## src/rtl/ir_pkg.sv

```systemverilog
// Shared types and defaults for the IR line-sensor scan controller.
package ir_pkg;

  typedef enum logic [2:0] {
    IDLE,
    WAIT_TMR,
    SETTLE,
    START_CNV,
    WAIT_CNV,
    DONE
  } state_t;

  localparam logic [11:0] LINE_ON_DEF  = 12'h040;
  localparam logic [11:0] LINE_OFF_DEF = 12'h030;

endpackage

```

## src/rtl/ir_peak_trk.sv

```systemverilog
// Running maximum with channel index; strict compare keeps the
// lowest channel on ties because channels arrive in ascending order.
module ir_peak_trk #(
  parameter int RES_W = 12,
  parameter int CH_W  = 3
) (
  input  logic             clk,
  input  logic             rst,
  input  logic             clr,
  input  logic             upd,
  input  logic [CH_W-1:0]  ch,
  input  logic [RES_W-1:0] val,
  output logic [RES_W-1:0] peak,
  output logic [CH_W-1:0]  peak_ch
);

  always_ff @(posedge clk) begin
    if (rst || clr) begin
      peak    <= '0;
      peak_ch <= '0;
    end else if (upd && (val > peak)) begin
      peak    <= val;
      peak_ch <= ch;
    end
  end

endmodule

```

## src/rtl/ir_scan_ctrl.sv

```systemverilog
// IR line-sensor scan controller: emitter settle, sequential A2D
// conversions with timeout, peak tracking and hysteretic line flag.
module ir_scan_ctrl
  import ir_pkg::*;
#(
  parameter int NUM_CH      = 8,
  parameter int RES_W       = 12,
  parameter int ROUND_BITS  = 18,
  parameter int SETTLE_BITS = 12,
  parameter int TMO_BITS    = 10,
  parameter logic [RES_W-1:0] LINE_ON =
    RES_W'(LINE_ON_DEF),
  parameter logic [RES_W-1:0] LINE_OFF =
    RES_W'(LINE_OFF_DEF),
  localparam int CH_W = $clog2(NUM_CH)
) (
  input  logic                    clk,
  input  logic                    rst,
  input  logic                    mode,
  input  logic                    trig,
  output logic                    cnv_req,
  output logic [CH_W-1:0]         cnv_chnnl,
  input  logic                    cnv_done,
  input  logic [RES_W-1:0]        cnv_res,
  output logic                    IR_en,
  output logic [NUM_CH*RES_W-1:0] ir_vals,
  output logic                    IR_vld,
  output logic [RES_W-1:0]        IR_max,
  output logic [CH_W-1:0]         max_ch,
  output logic                    line_present,
  output logic                    tmo_err,
  output logic                    busy
);

  localparam int TMR_W =
    (ROUND_BITS > SETTLE_BITS) ? ROUND_BITS : SETTLE_BITS;

  state_t state, nxt;

  logic [TMR_W-1:0]        tmr;
  logic [TMO_BITS-1:0]     tmo;
  logic [NUM_CH*RES_W-1:0] stage;
  logic                    rnd_err;
  logic                    tmr_end;
  logic                    set_end;
  logic                    tmo_end;
  logic                    last;
  logic                    conv_end;
  logic [RES_W-1:0]        slot_val;
  logic [RES_W-1:0]        peak;
  logic [CH_W-1:0]         peak_ch;

  assign tmr_end  = &tmr[ROUND_BITS-1:0];
  assign set_end  = &tmr[SETTLE_BITS-1:0];
  assign tmo_end  = &tmo;
  assign last     = cnv_chnnl == CH_W'(NUM_CH - 1);
  assign slot_val = cnv_done ? cnv_res : '0;
  assign busy     = state != IDLE;

  always_ff @(posedge clk) begin
    if (rst) state <= IDLE;
    else     state <= nxt;
  end

  always_comb begin
    nxt      = state;
    cnv_req  = 1'b0;
    IR_en    = 1'b0;
    conv_end = 1'b0;
    unique case (state)
      IDLE: begin
        if (!mode)     nxt = WAIT_TMR;
        else if (trig) nxt = SETTLE;
      end
      WAIT_TMR: begin
        if (tmr_end) nxt = SETTLE;
      end
      SETTLE: begin
        IR_en = 1'b1;
        if (set_end) nxt = START_CNV;
      end
      START_CNV: begin
        IR_en   = 1'b1;
        cnv_req = 1'b1;
        nxt     = WAIT_CNV;
      end
      WAIT_CNV: begin
        IR_en    = 1'b1;
        conv_end = cnv_done | tmo_end;
        if (conv_end) nxt = last ? DONE : START_CNV;
      end
      DONE:    nxt = IDLE;
      default: nxt = IDLE;
    endcase
  end

  ir_peak_trk #(
    .RES_W(RES_W),
    .CH_W (CH_W)
  ) u_peak (
    .clk    (clk),
    .rst    (rst),
    .clr    (state == IDLE),
    .upd    (conv_end),
    .ch     (cnv_chnnl),
    .val    (slot_val),
    .peak   (peak),
    .peak_ch(peak_ch)
  );

  always_ff @(posedge clk) begin
    if (rst) begin
      tmr          <= '0;
      tmo          <= '0;
      cnv_chnnl    <= '0;
      stage        <= '0;
      rnd_err      <= 1'b0;
      ir_vals      <= '0;
      IR_max       <= '0;
      max_ch       <= '0;
      line_present <= 1'b0;
      tmo_err      <= 1'b0;
      IR_vld       <= 1'b0;
    end else begin
      // vld follows DONE so it coincides with the updated outputs
      IR_vld <= state == DONE;
      if (state == IDLE || (state == WAIT_TMR && tmr_end))
        tmr <= '0;
      else if (state == WAIT_TMR || state == SETTLE)
        tmr <= tmr + TMR_W'(1);
      if (state == START_CNV)
        tmo <= '0;
      else if (state == WAIT_CNV)
        tmo <= tmo + TMO_BITS'(1);
      if (state == SETTLE && set_end)
        cnv_chnnl <= '0;
      else if (conv_end && !last)
        cnv_chnnl <= cnv_chnnl + CH_W'(1);
      if (conv_end)
        stage[cnv_chnnl*RES_W +: RES_W] <= slot_val;
      if (state == IDLE)
        rnd_err <= 1'b0;
      else if (conv_end && !cnv_done)
        rnd_err <= 1'b1;
      if (state == DONE) begin
        ir_vals <= stage;
        IR_max  <= peak;
        max_ch  <= peak_ch;
        tmo_err <= rnd_err;
        if (peak > LINE_ON)       line_present <= 1'b1;
        else if (peak < LINE_OFF) line_present <= 1'b0;
      end
    end
  end

endmodule

```

## config.mk

```make
export PLATFORM = sky130hd
export DESIGN_NAME = ir_scan_ctrl
export DESIGN_NICKNAME = d
export VERILOG_FILES = /design/src/rtl/ir_pkg.sv /design/src/rtl/ir_peak_trk.sv /design/src/rtl/ir_scan_ctrl.sv
export SDC_FILE = /design/constraint.sdc
export NUM_CORES = 1
export LEC_CHECK = 0
export BUFFER_PORTS_ARGS = -buffer_cell sky130_fd_sc_hd__buf_4
export CAP_MARGIN = 20
export CORE_MARGIN = 1.5
export CORE_UTILIZATION = 60
export CTS_BUF_LIST = sky130_fd_sc_hd__clkbuf_4 sky130_fd_sc_hd__clkbuf_8
export CTS_CLUSTER_SIZE = 10
export DETAILED_ROUTE_END_ITERATION = 10
export GPL_ROUTABILITY_DRIVEN = 0
export GPL_TIMING_DRIVEN = 1
export PLACE_DENSITY = 0.82
export SLEW_MARGIN = 20
export SYNTH_ARGS = -nofsm -noshare
export SYNTH_HDL_FRONTEND = slang
export SYNTH_SLANG_ARGS = --single-unit
```

## constraint.sdc

```tcl
create_clock -name clk -period 4.1 [get_ports clk]
set_clock_uncertainty 0.05 [all_clocks]
set_input_delay 0.205 -clock clk [delete_from_list [all_inputs] [get_ports clk]]
set_output_delay 0.205 -clock clk [all_outputs]
set_load 0.05 [all_outputs]
```

# Word-level counts from Yosys, hierarchy flattened
# Cells that the tools add are included.
# Widths: inputs -> output; s select.
[word_totals]
word_cells = 72
output_inout_bits = 120
inputBits = 17
register_bits = 260
[classes]
n_shift = 2
reduce_logical = 23
eq_ne = 10
bitwise_logic = 1
n_mul = 1
muxes = 14
addsub = 4
magnitude_cmp = 3
[op_table]
columns = ["op", "count"]
rows = [
  ["$bwmux 96", 1],
  ["$shift 12x34->96 const A", 1],
  ["$shiftx 12x34->96", 1],
  ["$neg 7->34", 1],
  ["$add 18x1->18 const B", 1],
  ["$mux 3", 6],
  ["$reduce_and 18->1", 1],
  ["$pmux 3 s5", 1],
  ["$gt 12x12->1", 1],
  ["$gt 12x7->1 const B", 1],
  ["$lt 12x6->1 const B", 1],
  ["$mux 12", 1],
  ["$reduce_and 12->1", 1],
  ["$add 10x1->10 const B", 1],
  ["$reduce_and 10->1", 1],
  ["$eq 3x3->1 const B", 3],
  ["$reduce_or 2->1", 4],
  ["$eq 3x2->1 const B", 2],
  ["$ne 2x2->1 const B", 3],
  ["$logic_and 1x1->1", 5],
  ["$mul 3x2->5 const B", 1],
  ["$mux 1", 5],
  ["$reduce_and 4->1", 1],
  ["$add 3x1->3 const B", 1],
  ["other kinds (10)", 13],
]

# Longest topological paths before layout
# Gate-level depths: netlist of run 1.
[depth]
word_depth = 4
ltp_mapped = 15
mapped_depth_nobuf = 11

# Modules after synthesis
# Synthesis of run 1 repeated with hierarchy kept, for this count alone.
[unflattened]
hier_cells = 1449
area_unflattened_um2 = 11984.0
[by_module_without_submodules]
columns = ["mod", "area_per_inst_um2", "instances", "seq_area_each_um2", "cells_per_inst"]
rows = [
  ["ir_scan_ctrl", 10870.4, 1, 4904.7, 1317],
  ["ir_peak_trk", 1113.6, 1, 300.3, 132],
]

# Least setup slack after synthesis of run 1
# No wires, ideal clock.
[synth_timing]
kind = "register to register"
from = "register cnv_chnnl[0]"
to = "register stage[64]"
path_stages_with_launch = 16
path_buffers = 5
period_less_slack_ns = 3.840
arrival_time_ns = 3.663
setup_slack_ns = 0.260
setup_ns = 0.128
required_ns = 3.922
path_cell_list = "dfxtp_1 -> buf_6 -> buf_2 -> buf_2 -> inv_1 -> ha_1 -> clkbuf_1 -> and3b_1 -> ha_1 -> clkbuf_1 -> nand2b_1 -> a211oi_1 -> o21ai_1 -> a211oi_2 -> mux2i_1 -> nor2_1"
[synth_via]
elab_chain_len = 4
word_cells_on_any_way = 5
classes_between = "add/sub (1); mul (1); shift (2); mux (1)"
[synth_rtl]
columns = ["item", "line", "source"]
rows = [
  ["start: declaration", "ir_scan_ctrl.sv:22", "output logic [CH_W-1:0] cnv_chnnl,"],
  ["start signal: assignment", "ir_scan_ctrl.sv:138", "cnv_chnnl <= cnv_chnnl + CH_W'(1);"],
  ["$mul 3x2->5 (*)", "ir_scan_ctrl.sv:140", "stage[cnv_chnnl*RES_W +: RES_W] <= slot_val;"],
  ["$neg 7->34 (*)", "ir_scan_ctrl.sv:140", ""],
  ["$shiftx 12x34->96 / $shift 12x34->96 (equally long branches)", "ir_scan_ctrl.sv:140", ""],
  ["$bwmux 96 (*)", "ir_scan_ctrl.sv:140", ""],
  ["end signal: indexed assignment", "ir_scan_ctrl.sv:140", ""],
  ["end: declaration", "ir_scan_ctrl.sv:42", "logic [NUM_CH*RES_W-1:0] stage;"],
]
# Every way passes the cells marked *; elsewhere a longest branch is shown, timed or not.
# A chain may end at the register's enable or synchronous reset.

# Worst setup path in the final report of run 1
[layout_timing]
from = "register cnv_chnnl[1]"
to = "register stage[51]"
# The elaborated chain is that of the path after synthesis.

==> results by group, run 1 <==
Timing
  – Max-slew violation count: 0
  – Fin Hold WS: 0.0327 ns
  – Final setup fails: 0
  – Hold Violations, Final: 0
  – Max-slew headroom: 24.4%
  – Fmax: 0.271 GHz
  – Post-route minimum period: 3.70 ns
  – Final WS setup: 0.404 ns
  – Setup TNS Final: 0 ns
  – Least-Margin Pin Slew: 1.13 ns
  – RSZ-0062 raised after global routing: no
  – Crit share post-route: 90.2%

Clocking
  – H-tree depth: 2
  – Clk root buf: clkbuf_8
  – Clock Latency Late Sink: 0.56 ns
  – Cts bufs inserted: 42
  – PostCTS Resize Cnt: 0
  – CTS max path bufs: 3
  – TritonCTS clock tree: yes
  – # clock sinks: 260
  – Worst-path clk slew: 0.06 ns

Power and ir drop
  – Peak VDD IR: 269 uV
  – Tot Pwr: 5.39 mW
  – Leak: 5.02 nW
  – Power density over cell area: 402 nW/um2

Logic synthesis
  – Register bit total from synthesis: 260
  – Dominant cell type by area after synthesis: dfxtp_1
  – Main flop type after synthesis: dfxtp_1
  – Sequential fraction of the synthesis area: 45.5%
  – Largest family of logic cells by synthesized area: simple AND/OR/NAND/NOR gates
  – Syn nets: 1406
  – EDFF count, synth: 0
  – Top cells by area, synth: dfxtp_1 (46%), nand2_1 (9.3%), mux2i_1 (7.3%)
  – Post-Synth Adder-Cell Area: 2.47%
  – Post-Synth XOR/XNOR Area: 3.00%
  – Synth Area in Compound Gates: 13.3%
  – Synth top area share: 45.5%
  – Synth Area in Simple Gates: 23.5%
  – Mux contribution to synthesized area: 8.44%
  – Synthesized cell area: 11400 um2
  – Yosys cell types: 68
  – Post-synthesis async set-or-reset flop share: 0%
  – Synth Warn #: 0
  – Cells after synthesis: 1367
  – Syn_area_per_cell: 8.37 um2

Global routing
  – Grt ovf: 0
  – Met1 usage: 39.5%
  – Largest net degree at the start of global routing: 103
  – Initial antenna violation count: 0
  – Number of global-route vias before repair: 9454
  – Total GRT Usage: 29.6%
  – M3 GR Usage: 7.74%
  – First-pass GRT wire length: 47500 um
  – GR peak layer: met2
  – GR Util met2: 45.4%

Routing
  – Antenna viol nets, final: 0
  – DRT Wirelength: 29800 um
  – Detail-routed via count per cell: 5.89
  – First-pass DRT Iterations: 7
  – Via count: 10200
  – DRC Markers: 0
  – Initial detailed-routing violation count: 1077
  – Wirelength per Cell: 17.2 um

Floorplanning
  – Total die area: 19900 um2
  – Chip height: 141 um
  – Rows: 50
  – Core area: 18700 um2
  – Ports: 137
  – Starting Density: 61.2%
  – Die Width: 141 um

Setup path
  – Crit Path Category: flop to flop
  – Startpoint types: flop
  – Worst Setup SP: cnv_chnnl[1]
  – Worst setup EP type: flop
  – Crit path max fanout: 12
  – RR Startpoint: cnv_chnnl[1]
  – Data arrival time of the worst path: 4.05 ns
  – Required time of the worst setup path: 4.46 ns

Finish
  – Area grow syn2layout: 17.2%
  – Commonest non-fill, non-tap cell in the layout: nand2_1
  – Most frequent cells in the layout: nand2_1 (284), dfxtp_1 (259), buf_4 (149)
  – ANT cells: 0
  – Fillers: 1461
  – Final net count: 1512
  – Final Util: 71.7%
  – Layout cell share with drive strength beyond 1: 19.3%

Place
  – Port bufs: 136
  – Hpwl dp: 20300 um
  – Placement Setup Slack: 0.453 ns

Run
  – Reported max-cap violation count: 0

Min path
  – Worst Hold Class: primary input to flop
  – Hold Crit Start: rst

Status
  – Run status: finished clean
==> flip-flops by register name (all words and copies together), names as in the netlist, 10 cells and up <==
register and cells:
ir_vals 96, stage 96, tmr 18, IR_max 12, u_peak.peak 12, tmo 10
==> synthesized netlist by cell type (16+ instances only) <==
library cell  number
a21oi_1          142
o221a_2           16
ha_1              21
nor3_1            29
xor2_1            20
nand3_1           38
nor2_1           148
mux2i_1           83
o21ai_0           19
dfxtp_1          260
inv_1             20
nand4_1           16
clkbuf_1          74
nand2b_1          18
nand2_1          284
==> area by class of cell <==
class | instances | area (um2) | share of cell area, %
repair buffers | 151 | 1140 | 8.50
clock buffers | 60 | 769 | 5.74
clock inverters | 12 | 93.8 | 0.700
inverters | 20 | 75.1 | 0.560
flip-flops and latches | 260 | 5210 | 38.8
multi-input cells | 998 | 5830 | 43.5
well taps | 234 | 293 | 2.18
==> power by group <==
group          internal [mW]  total, mW  switching, mW  leakage, nW
logic                  0.147      0.506          0.359         2.46
clock network           1.27       2.30           1.02        0.458
registers               2.55       2.59         0.0418         2.09
total                   3.97       5.39           1.42         5.02
==> logic make-up after synthesis <==
kind of cell,after synthesis
and+or+nand+nor,601
muxes,95
buffers and inverters,109
adders and majority gates,22
AOI/OAI and AO/OA,246
xor gates and xnor gates,34
DFF,260
==> critical path, stage by stage (launching register included) <==
cell and delay [ns]:
dfxtp_1 0.38, ha_1 0.33, fa_1 0.58, xnor2_4 0.19
and3b_1 0.19, ha_1 0.32, or3b_1 0.39, a31oi_1 0.15
a41oi_1 0.15, nor3_2 0.52, mux2i_1 0.26, nor2_1 0.07
==> timing repair <==
| action | 4_1_cts | 5_1_grt |
|---|---|---|
| buffers inserted | 0 | 0 |
| hold endpoints to repair | 1 | 0 |
| hold buffers | 1 | 0 |
==> metrics by stage <==
stage	area, um2	std cells
global route	13400	1735
floorplan	11400	1367
global placement	12500	1662
finish	13400	1735
detailed placement	12500	1662
CTS	13400	1735
==> metal layers <==
metal	part of all wire [%]	up-vias
met3	10	99
met2	44	485
met4	3.4	0
met5	0	-
li1	-	4901
met1	42	4742
==> final timing paths <==
path                                    end  cells past startpoint  slack [ns]
worst max-delay path              stage[51]                     11        0.40
worst min-delay path              IR_max[5]                      2        0.03
worst max register to register    stage[51]                     11        0.40
worst min register to register  ir_vals[27]                      2        0.40
Note: power is estimated with default switching activity, not from simulation.
==> inputs of run 2 (changes only) <==
--- a/config.mk
+++ b/config.mk
@@ -8,13 +8,13 @@
 export BUFFER_PORTS_ARGS = -buffer_cell sky130_fd_sc_hd__buf_4
 export CAP_MARGIN = 20
 export CORE_MARGIN = 1.5
-export CORE_UTILIZATION = 60
+export CORE_UTILIZATION = 50
 export CTS_BUF_LIST = sky130_fd_sc_hd__clkbuf_4 sky130_fd_sc_hd__clkbuf_8
 export CTS_CLUSTER_SIZE = 10
 export DETAILED_ROUTE_END_ITERATION = 10
 export GPL_ROUTABILITY_DRIVEN = 0
 export GPL_TIMING_DRIVEN = 1
-export PLACE_DENSITY = 0.82
+export PLACE_DENSITY = 0.7
 export SLEW_MARGIN = 20
 export SYNTH_ARGS = -nofsm -noshare
 export SYNTH_HDL_FRONTEND = slang
==> results by group, run 2 (same netlist as run 1, synthesis figures left out) <==
Clocking
  – # clock sinks: 260 (unchanged)
  – Cts bufs inserted: 42 (unchanged)
  – CTS max path bufs: 3 (unchanged)
  – Post-CTS Setup Bufs: 0 (unchanged)
  – Clock Latency Late Sink: 0.55 ns (about the same)
  – H-tree depth: 2 (unchanged)
  – Worst-path clk slew: 0.06 ns (about the same)
  – Clk root buf: clkbuf_8
  – TritonCTS clock tree: yes

Finish
  – Regs by FF count: ir_vals: 96 flops, stage: 96 flops, tmr: 18 flops
  – Most frequent cells in the layout: nand2_1 (284), dfxtp_1 (259), buf_4 (152)
  – Area grow syn2layout: 18.3%
  – ANT cells: 0 (unchanged)
  – Final instance area: 13500 um2 (+0.92%)
  – Multi-input logic area: 5820 um2 (-0.11%)
  – Commonest non-fill, non-tap cell in the layout: nand2_1
  – Fillers: 2016 (+38%)
  – Seq. cell area: 5210 um2 (unchanged)
  – Final net count: 1516 (+0.26%)
  – Layout cell share with drive strength beyond 1: 19.5% (+0.15 points)

Setup path
  – Data arrival time of the worst path: 3.95 ns (-0.10 ns)
  – Worst reg2reg setup slack: 0.53 ns (+0.13 ns)
  – CP peak stage delay: 0.53 ns (-0.05 ns)
  – Required time of the worst setup path: 4.48 ns (+0.02 ns)
  – Crit Path Category: flop to flop
  – Worst setup EP type: flop
  – R2r worst-path depth: 11 (unchanged)
  – Crit path max fanout: 12 (unchanged)
  – RR Startpoint: cnv_chnnl[1]
  – Worst Setup SP: cnv_chnnl[1]
  – Startpoint types: flop
  – Crit path max-delay family: adder cells
  – End point of the critical path: stage[67]
  – Most frequent cell on the critical path: ha_1
  – Buf+Inv Stages, Crit Path: 0 (unchanged)
  – CP Cell Sequence: ha_1 > fa_1 > xnor2_4 > and3b_1 > ha_1 > nand2b_1 > a211oi_1 > o21ai_1 > a211oi_2 > mux2i_1 > nor2_1
  – Critical path depth: 11 (unchanged)
  – Worst path slowest cell: fa_1
  – RR Endpoint: stage[67]

Power and ir drop
  – Combinational share of power: 9.4% (about the same)
  – Clock power frac: 42.9% (+0.3 points)
  – Int Power: 4.02 mW (+1.2%)
  – P_sw: 1.41 mW (-1.1%)
  – Tot Pwr: 5.43 mW (+0.60%)
  – Leak: 5.05 nW (+0.69%)
  – Power density over cell area: 401 nW/um2 (-0.32%)
  – Seq pwr share: 47.8% (-0.2 points)
  – Peak VDD IR: 195 uV (-27%)
  – Sw Ratio: 25.9% (-0.44 points)

Run
  – Reported max-cap violation count: 0 (unchanged)

Floorplanning
  – Chip height: 154 um (+9.3%)
  – Die Width: 154 um (+9.3%)
  – Starting Density: 50.7% (-10 points)
  – Total die area: 23800 um2 (+20%)
  – Rows: 55 (+10%)
  – Ports: 137 (unchanged)
  – Core area: 22600 um2 (+21%)

Place
  – Hpwl dp: 20900 um (+3.3%)
  – Area of placed instances: 12600 um2 (+0.85%)
  – Port bufs: 136 (unchanged)
  – Placement Setup Slack: 0.590 ns (+0.137 ns)

Global routing
  – First-pass GRT wire length: 48600 um (+2.2%)
  – Initial antenna violation count: 0 (unchanged)
  – Grt ovf: 0 (unchanged)
  – Largest net degree at the start of global routing: 103 (unchanged)
  – Number of global-route vias before repair: 9291 (-1.7%)
  – Total GRT Usage: 25.3% (-4.3 points)

Timing
  – Max-slew headroom: 35.1% (+11 points)
  – Setup TNS Final: 0 ns (unchanged)
  – RSZ-0062 raised after global routing: no
  – Post-route minimum period: 3.57 ns (-0.127 ns)
  – Fin Hold WS: 0.0428 ns (+0.0102 ns)
  – Least-Margin Pin Slew: 0.974 ns (-0.152 ns)
  – Hold Violations, Final: 0 (unchanged)
  – Final WS setup: 0.531 ns (+0.127 ns)
  – Max-slew violation count: 0 (unchanged)
  – Crit share post-route: 87.1% (-3.1 points)
  – Final setup fails: 0 (unchanged)
  – Fmax: 0.280 GHz (+3.6%)

Routing
  – Wirelength per Cell: 16.9 um (-1.4%)
  – Initial detailed-routing violation count: 923 (-14%)
  – DRC Markers: 0 (unchanged)
  – First-pass DRT Iterations: 6 (-1)
  – DRT Wirelength: 30300 um (+1.7%)
  – Antenna viol nets, final: 0 (unchanged)
  – Detail-routed via count per cell: 5.57 (-5.5%)
  – Via count: 9975 (-2.5%)

Min path
  – Cell depth of the worst hold path: 4 (+2)
  – Worst Hold Class: primary input to flop

Status
  – Run status: finished clean
[run 2: cell types whose count changed in the layout (fill, tap and decap cells not counted)]
| cell | before | now |
|---|---|---|
| a311oi_1 | 4 | 5 |
| a311oi_2 | 1 | 0 |
| buf_12 | 0 | 1 |
| buf_4 | 149 | 152 |
| clkbuf_4 | 9 | 14 |
| clkinv_2 | 8 | 3 |
| clkinv_8 | 0 | 1 |
| clkinvlp_4 | 2 | 1 |
| inv_6 | 1 | 0 |
| inv_8 | 0 | 1 |
[run 2: worst min-delay path by stage]
stage | slack [ns] | end | from
after global routing | 0.07 | u_peak.peak[9] | cnv_res[9]
final | 0.04 | u_peak.peak[10] | cnv_res[10]
after floorplan | 0.37 | state[0] | mode
after detailed placement | 0.40 | stage[25] | stage[25]
after CTS | 0.02 | u_peak.peak[9] | cnv_res[9]
after global placement | 0.39 | stage[25] | stage[25]
[run 2: area by class of cell]
type,instances,share of cell area [%]
Clock buffer,65,5.96
Clock inverter,7,0.592
Inverter,20,0.555
Multi-Input combinational cell,998,43.0
Sequential cell,260,38.5
Tap cell,285,2.64
Timing Repair Buffer,155,8.74
[run 2: power by group through the flow]
stage	registers, mW	logic [mW]	clock network [mW]
after floorplan	2.62	0.394	0
after global placement	2.64	0.497	0
after detailed placement	2.65	0.501	0
after CTS	2.59	0.502	2.38
after global routing	2.60	0.551	2.50
final	2.59	0.507	2.33
[run 2: worst reg2reg max path: stages (launching register included)]
cell and delay [ns]:
dfxtp_1 0.39, ha_1 0.24, fa_1 0.53, xnor2_4 0.18
and3b_1 0.19, ha_1 0.33, nand2b_1 0.21, a211oi_1 0.34
o21ai_1 0.18, a211oi_2 0.49, mux2i_1 0.26, nor2_1 0.05
[run 2: what timing repair did]
item / in CTS / in global routing
resized for setup: 0 / 0
hold buffers: 1 / 0
endpoints found under the hold margin: 2 / 0
[run 2: layer usage]
metal	track usage, %	vias up	part of all wire (%)
met5	0	-	0
met4	9.11	0	2.9
met3	5.13	72	7.5
met2	38.1	352	43
met1	35.9	4645	46
li1	-	4906	-
[run 2: per-stage QoR]
stage	util [%]	std cells
after floorplan	-	1367
after global placement	55.9	1717
after detailed placement	55.9	1717
after CTS	59.9	1790
after global routing	60.0	1790
final	60.0	1790
